$ cat src/rtl/vec_regfile_banked_if.sv
// vec_regfile_banked_if
//   Groups the read, write, reserve and clear signals of the vector register file.
//   The register file uses the slave modport. A driver (decode/write-back logic or a bench)
//   uses the master modport.
// Signals
//   rd_en, rd_addr1, rd_addr2       read request and the two register indices
//   rd_data1, rd_data2, rd_valid    registered read results
//   rd_stall                        combinational: the read request is not accepted this cycle
//   wr_en, wr_addr, wr_mask, wr_data    lane-masked write
//   resv_en, resv_addr              mark a register as having a pending write
//   clr_start, clr_busy             bulk-clear start and busy indication
interface vec_regfile_banked_if #(
    parameter int LANES  = 4,
    parameter int ELEM_W = 8,
    parameter int NREGS  = 8,
    parameter int AW     = 3
);
    localparam int VW = LANES * ELEM_W;

    logic              rd_en;
    logic [AW-1:0]     rd_addr1;
    logic [AW-1:0]     rd_addr2;
    logic [VW-1:0]     rd_data1;
    logic [VW-1:0]     rd_data2;
    logic              rd_valid;
    logic              rd_stall;
    logic              wr_en;
    logic [AW-1:0]     wr_addr;
    logic [LANES-1:0]  wr_mask;
    logic [VW-1:0]     wr_data;
    logic              resv_en;
    logic [AW-1:0]     resv_addr;
    logic              clr_start;
    logic              clr_busy;

    modport master (
        output rd_en, rd_addr1, rd_addr2, wr_en, wr_addr, wr_mask, wr_data,
               resv_en, resv_addr, clr_start,
        input  rd_data1, rd_data2, rd_valid, rd_stall, clr_busy
    );

    modport slave (
        input  rd_en, rd_addr1, rd_addr2, wr_en, wr_addr, wr_mask, wr_data,
               resv_en, resv_addr, clr_start,
        output rd_data1, rd_data2, rd_valid, rd_stall, clr_busy
    );
endinterface

$ cat src/rtl/vec_regfile_banked.sv
// vec_regfile_banked
//   Vector register file with NREGS registers of LANES x ELEM_W bits.
//   It provides two registered read ports and one lane-masked write port. A read that names the
//   register being written in the same cycle sees the write data on the masked lanes (bypass).
//   A pending-write scoreboard stalls reads of reserved registers. A bulk-clear FSM zeroes one
//   register per cycle.
// Ports
//   clk   clock; all state changes on the rising edge
//   rst   synchronous, active-high reset
//   bus   vec_regfile_banked_if.slave (read/write/reserve/clear signals)
module vec_regfile_banked #(
    parameter int LANES  = 4,
    parameter int ELEM_W = 8,
    parameter int NREGS  = 8,
    parameter int AW     = 3
) (
    input  logic                  clk,
    input  logic                  rst,
    vec_regfile_banked_if.slave   bus
);
    localparam int VW = LANES * ELEM_W;

    typedef enum logic {IDLE, CLEAR} state_e;

    state_e          state_q, state_d;
    logic [AW-1:0]   clrIdx_q, clrIdx_d;
    logic [VW-1:0]   mem_q [NREGS];
    logic [NREGS-1:0] pend_q;
    logic [VW-1:0]   rdData1_q, rdData2_q;
    logic            rdValid_q;

    logic            clearing;
    logic            wrAct;
    logic            resvAct;
    logic            rdStall;
    logic            rdAccept;
    logic [NREGS-1:0] effPend;
    logic [VW-1:0]   laneMask;
    logic [VW-1:0]   wrMerged;
    logic [VW-1:0]   rdNext1;
    logic [VW-1:0]   rdNext2;

    // Expand the per-lane write mask to a bit mask. Merge the write data into the current
    // contents of the target register. The merged word feeds both the array and the bypass path.
    always_comb begin
        laneMask = '0;
        for (int i = 0; i < LANES; i++) begin
            if (bus.wr_mask[i]) begin
                laneMask[i*ELEM_W +: ELEM_W] = '1;
            end
        end
        wrMerged = (mem_q[bus.wr_addr] & ~laneMask) | (bus.wr_data & laneMask);
    end

    // Writes and reservations count only outside a bulk clear. During a clear they are dropped.
    // A write in this cycle resolves its register's hazard, because the bypass delivers the new
    // data to the reader.
    always_comb begin
        clearing = (state_q == CLEAR);
        wrAct    = bus.wr_en & ~clearing;
        resvAct  = bus.resv_en & ~clearing;
        effPend  = pend_q;
        if (wrAct) begin
            effPend[bus.wr_addr] = 1'b0;
        end
        rdStall  = bus.rd_en & (clearing | effPend[bus.rd_addr1] | effPend[bus.rd_addr2]);
        rdAccept = bus.rd_en & ~rdStall;
    end

    // Read data for the next cycle. If a port addresses the register being written now, it
    // takes the merged word. The merged word has the write data on masked lanes and the old
    // contents elsewhere.
    always_comb begin
        rdNext1 = mem_q[bus.rd_addr1];
        rdNext2 = mem_q[bus.rd_addr2];
        if (wrAct && (bus.wr_addr == bus.rd_addr1)) begin
            rdNext1 = wrMerged;
        end
        if (wrAct && (bus.wr_addr == bus.rd_addr2)) begin
            rdNext2 = wrMerged;
        end
    end

    // Bulk-clear sequencing. clr_start in IDLE starts a sweep at register 0. The FSM stays in
    // CLEAR for exactly NREGS cycles and then returns to IDLE. clr_start during CLEAR has no effect.
    always_comb begin
        state_d  = state_q;
        clrIdx_d = clrIdx_q;
        unique case (state_q)
            IDLE: begin
                if (bus.clr_start) begin
                    state_d  = CLEAR;
                    clrIdx_d = '0;
                end
            end
            CLEAR: begin
                clrIdx_d = clrIdx_q + 1'b1;
                if (clrIdx_q == AW'(NREGS - 1)) begin
                    state_d = IDLE;
                end
            end
            default: begin
                state_d = IDLE;
            end
        endcase
    end

    // All state updates. Reset comes first. A clear in progress owns the array and scoreboard.
    // Otherwise writes and reservations apply. If a reservation and a write hit the same
    // register in one cycle, the later assignment sets the flag, so the reservation wins.
    always_ff @(posedge clk) begin
        if (rst) begin
            state_q   <= IDLE;
            clrIdx_q  <= '0;
            pend_q    <= '0;
            rdData1_q <= '0;
            rdData2_q <= '0;
            rdValid_q <= 1'b0;
            for (int i = 0; i < NREGS; i++) begin
                mem_q[i] <= '0;
            end
        end else begin
            state_q   <= state_d;
            clrIdx_q  <= clrIdx_d;
            rdValid_q <= rdAccept;
            if (rdAccept) begin
                rdData1_q <= rdNext1;
                rdData2_q <= rdNext2;
            end
            if (clearing) begin
                mem_q[clrIdx_q]  <= '0;
                pend_q[clrIdx_q] <= 1'b0;
            end else begin
                if (wrAct) begin
                    mem_q[bus.wr_addr]  <= wrMerged;
                    pend_q[bus.wr_addr] <= 1'b0;
                end
                if (resvAct) begin
                    pend_q[bus.resv_addr] <= 1'b1;
                end
            end
        end
    end

    assign bus.rd_data1 = rdData1_q;
    assign bus.rd_data2 = rdData2_q;
    assign bus.rd_valid = rdValid_q;
    assign bus.rd_stall = rdStall;
    assign bus.clr_busy = clearing;

endmodule
$ cat src/flat_wrapper.sv
// flat-port wrapper written by rule: the top's interface ports become plain ports
module vec_regfile_banked_flat 
#(
    parameter int LANES  = 4,
    parameter int ELEM_W = 8,
    parameter int NREGS  = 8,
    parameter int AW     = 3
)
  (clk, rst, bus_rd_en, bus_rd_addr1, bus_rd_addr2, bus_wr_en, bus_wr_addr, bus_wr_mask, bus_wr_data, bus_resv_en, bus_resv_addr, bus_clr_start, bus_rd_data1, bus_rd_data2, bus_rd_valid, bus_rd_stall, bus_clr_busy);
  vec_regfile_banked_if #(.LANES(LANES), .ELEM_W(ELEM_W), .NREGS(NREGS), .AW(AW)) bus_i ();
  input  logic clk;
  input  logic rst;
  input wire logic [$bits(bus_i.rd_en)-1:0] bus_rd_en;
  input wire logic [$bits(bus_i.rd_addr1)-1:0] bus_rd_addr1;
  input wire logic [$bits(bus_i.rd_addr2)-1:0] bus_rd_addr2;
  input wire logic [$bits(bus_i.wr_en)-1:0] bus_wr_en;
  input wire logic [$bits(bus_i.wr_addr)-1:0] bus_wr_addr;
  input wire logic [$bits(bus_i.wr_mask)-1:0] bus_wr_mask;
  input wire logic [$bits(bus_i.wr_data)-1:0] bus_wr_data;
  input wire logic [$bits(bus_i.resv_en)-1:0] bus_resv_en;
  input wire logic [$bits(bus_i.resv_addr)-1:0] bus_resv_addr;
  input wire logic [$bits(bus_i.clr_start)-1:0] bus_clr_start;
  output wire logic [$bits(bus_i.rd_data1)-1:0] bus_rd_data1;
  output wire logic [$bits(bus_i.rd_data2)-1:0] bus_rd_data2;
  output wire logic [$bits(bus_i.rd_valid)-1:0] bus_rd_valid;
  output wire logic [$bits(bus_i.rd_stall)-1:0] bus_rd_stall;
  output wire logic [$bits(bus_i.clr_busy)-1:0] bus_clr_busy;
  assign bus_i.rd_en = bus_rd_en;
  assign bus_i.rd_addr1 = bus_rd_addr1;
  assign bus_i.rd_addr2 = bus_rd_addr2;
  assign bus_i.wr_en = bus_wr_en;
  assign bus_i.wr_addr = bus_wr_addr;
  assign bus_i.wr_mask = bus_wr_mask;
  assign bus_i.wr_data = bus_wr_data;
  assign bus_i.resv_en = bus_resv_en;
  assign bus_i.resv_addr = bus_resv_addr;
  assign bus_i.clr_start = bus_clr_start;
  assign bus_rd_data1 = bus_i.rd_data1;
  assign bus_rd_data2 = bus_i.rd_data2;
  assign bus_rd_valid = bus_i.rd_valid;
  assign bus_rd_stall = bus_i.rd_stall;
  assign bus_clr_busy = bus_i.clr_busy;
  vec_regfile_banked #(.LANES(LANES), .ELEM_W(ELEM_W), .NREGS(NREGS), .AW(AW)) u_core (.clk(clk), .rst(rst), .bus(bus_i));
endmodule
$ cat config.mk
export PLATFORM = sky130hd
export DESIGN_NAME = vec_regfile_banked_flat
export DESIGN_NICKNAME = d
export VERILOG_FILES = /design/src/rtl/vec_regfile_banked_if.sv /design/src/rtl/vec_regfile_banked.sv /design/src/flat_wrapper.sv
export SDC_FILE = /design/constraint.sdc
export NUM_CORES = 1
export LEC_CHECK = 0
export ABC_CLOCK_PERIOD_IN_PS = 4400
export CORE_UTILIZATION = 38
export DETAILED_ROUTE_END_ITERATION = 7
export MAX_ROUTING_LAYER = met4
export PLACE_DENSITY_LB_ADDON = 0.08
export SYNTH_ARGS = -nofsm -noshare
export SYNTH_HDL_FRONTEND = slang
export SYNTH_SLANG_ARGS = --single-unit
$ cat constraint.sdc
create_clock -name clk -period 4.4 [get_ports clk]
set_input_delay 0.44 -clock clk [delete_from_list [all_inputs] [get_ports clk]]
set_output_delay 0.44 -clock clk [all_outputs]
set_load 0.01 [all_outputs]
==> out/metrics.cfg <==
[sta]
fin_skew_ns = 0.0232
max_slew_margin = 0.423
setup_violations = 0
max_slew.worst_pin.slew_ns = 0.865
finalHoldViolCount = 0
rsz0062_at_grt = no
fin_tns_setup_ns = 0
drv_slew = 0
finalCritPeriodShare = 0.835
min_period_ns = 3.67
fmax_mhz = 272

[place]
dp_hpwl_um = 38400
gp_congestion = 0.793
numPortBuffers = 120
placed_cells = 2245

[cts]
cts.clk_slew.worst_paths_ns = 0.06
post_cts_buffers = 0
insertion_delay_ns = 0.57
cts_buffers = 41
ctsHoldBuffers = 0
cts_tree = done
cts_max_level = 2
ctsResizeCount = 0
clock_sinks = 333
cts_root_buffer = clkbuf_16
clockBufferDepth = 3

[power]
switching_share = 0.269
ir_worst_vdd_mv = 0.199
combPwrFrac = 0.164
p_switching_mw = 2.26
clockPowerShare = 0.401
power.density_mw_per_mm2 = 373
leakagePower_nw = 7.86
internal_power_mw = 6.14
p_seq_frac = 0.435

[final_layout]
multi_input_area_sq_mm = 0.00927
syn_to_final_growth_pct = 15.0
fillers = 4734
nets = 1672
drive_gt1_frac = 0.207
fin_cells = 2318
n_antenna_cell = 0
seq_area_sq_mm = 0.00923

[floorplanning]
die_w_um = 229
die_h_um = 229
io_pins = 121
core_area_sq_mm = 0.0505
die_area_sq_mm = 0.0524
floorplan.initialDensity = 0.387
rows = 82

[synth]
synth_cell_types = 52
netlist_area_sq_mm = 0.0196
synth_nets = 1642
synth-edff-count = 256
avgSynthCellArea_sq_um = 12.3
synth_top_flop_cell = edfxtp_1
netlist_instances = 1586
yosys_warnings = 0
synthArstFlopShare = 0
yosys_register_bits = 333
yosysSeqAreaShare = 0.472

[global_routing]
grt_pass1_vias = 14700
grt_max_degree = 103
grt_first_pass_wirelength_um = 100000
grt_antenna_before_repair = 0
track_usage = 0.270
grt_overflow = 0

[worst_setup_path]
worst_ep_arrival_time_ns = 3.23
cp_slowest_cell = dfxtp_1
path_class = register to output port
crit_path_start_kind = register
timing.critical_path.slowest_cell_delay_ns = 0.67
critical-path-top-delay-family = multiplexers
crit_required_ns = 3.96
path_cells = or2_1 -> o21ai_0 -> mux4_1 -> mux2i_4 -> o31a_1 -> clkdlybuf4s50_1
critPathCaptureType = output port
cp_max_fo = 18
path_buf_inv = 1

[drt]
drtPass1Iterations = 6
drt_iter0_drc = 1392
avgViaCountPerCell = 6.21
drc = 0
drt_wl_total_um = 68600
vias = 14400
ant_nets = 0
wl_per_cell_um = 29.6

[outcome]
outcome = complete, no violations

[run]
drv_cap = 0

[min_path]
hp-class = register to register

-- worst register-to-register path, stage by stage (launching register included) --
cell,delay [ns]
dfxtp_1,0.48
or2_1,0.39
o21ai_0,0.38
mux2i_1,0.12
mux4_2,0.51
or4b_4,0.51
buf_12,0.27
mux2i_1,0.30
-- cell usage after synthesis (3+ instances only) --
cell,count,area share
nor2_1,264,0.051
edfxtp_1,256,0.39
mux4_2,194,0.22
mux2i_1,133,0.068
nand3_1,131,0.034
clkbuf_1,127,0.024
nand2_1,86,0.017
dfxtp_1,77,0.079
o21ai_0,73,0.019
inv_1,36,0.0069
o22ai_1,34,0.011
a211o_1,32,0.014
buf_2,18,0.0046
buf_1,15,0.0029
clkbuf_8,12,0.0084
nand2b_1,9,0.0029
a221oi_1,7,0.0031
a31oi_1,7,0.0022
buf_12,7,0.0072
xor2_1,6,0.0027
a21oi_1,5,0.0013
o21ai_1,5,0.0013
or2_2,5,0.0016
nand3b_1,4,0.0015
buf_6,3,0.0017
-- metrics by stage --
step                hold slack (ns)  area (sq um)  power, mW  utilization  setup slack [ns]
floorplan                     0.457         19600       4.56            -              1.33
global placement              0.446         21200       5.08        0.420             0.919
detailed placement            0.453         21200       5.09        0.420             0.867
CTS                           0.454         22500       8.47        0.446             0.703
global route                  0.475         22500       8.68        0.446             0.523
finish                        0.456         22500       8.40        0.446             0.727
-- sequential cells by signal (all words and copies together), names as in the netlist --
signal	count
u_core.bus.clr_busy	1
u_core.bus.rd_data1	32
u_core.bus.rd_data2	32
u_core.bus.rd_valid	1
u_core.clrIdx_q	3
u_core.mem_q	256
u_core.pend_q	8
-- placed cells by master, fill, tap and decap left out, types with 3 or more instances in the layout --
cell               n
mux4_2           194
nand3_1          131
o21ai_1            5
clkinv_2           8
edfxtp_1         256
buf_12            12
buf_2              3
mux2i_1          133
clkinv_1           8
clkbuf_8           4
nor2_1           264
inv_1             35
clkdlybuf4s50_1  112
clkbuf_16         41
nand2_2            8
bufinv_16          4
xor2_1             4
a211o_1           32
o22ai_1           34
clkbuf_1           6
a31oi_1            7
nand2_1           78
buf_4             45
or2_2              5
nand2b_1           9
o21ai_0           73
a221oi_1           7
a21oi_1            5
dfxtp_1           77
nand3b_1           4
-- power by group through the flow --
stage               Sequential [mW]  Combinational, mW  Clock (mW)
finish                         3.65               1.38        3.37
global route                   3.67               1.45        3.56
CTS                            3.65               1.38        3.44
detailed placement             3.72               1.37           0
global placement               3.71               1.37           0
floorplan                      3.70              0.867           0
-- final cells by class --
cell class	instances	area share
clock buffer	51	0.0490
timing repair buffer	172	0.0762
clock inverter	22	0.00917
multi-input combinational	1031	0.412
inverter	37	0.00628
tap	672	0.0374
sequential	333	0.410
-- cells by family after synthesis --
group,share of synthesized area
and+or+nand+nor,0.115
DFF,0.472
muxes,0.294
buffers and inverters,0.0581
AOI/OAI and AO/OA,0.0564
xor gates and xnor gates,0.00358
adders and majority gates,0.00128
-- per-layer routing --
metal  GRT usage  share of wire  up-vias
met5           -              0        -
met4       0.106          0.038        0
met3      0.0374          0.067      183
met2       0.439           0.49      698
met1       0.343           0.41     7431
li1            -              -     6092
-- path summary, 6_finish.rpt --
check,slack [ns],end,cells past startpoint,from
worst max-delay path,0.73,bus_rd_stall,6,u_core.bus.clr_busy
worst min-delay path,0.46,u_core.bus.rd_data2[26],2,u_core.bus.rd_data2[26]
worst max register to register,1.31,u_core.bus.rd_data2[20],7,u_core.bus.clr_busy
worst min register to register,0.46,u_core.bus.rd_data2[26],2,u_core.bus.rd_data2[26]
(Power assumes the default switching activity.)
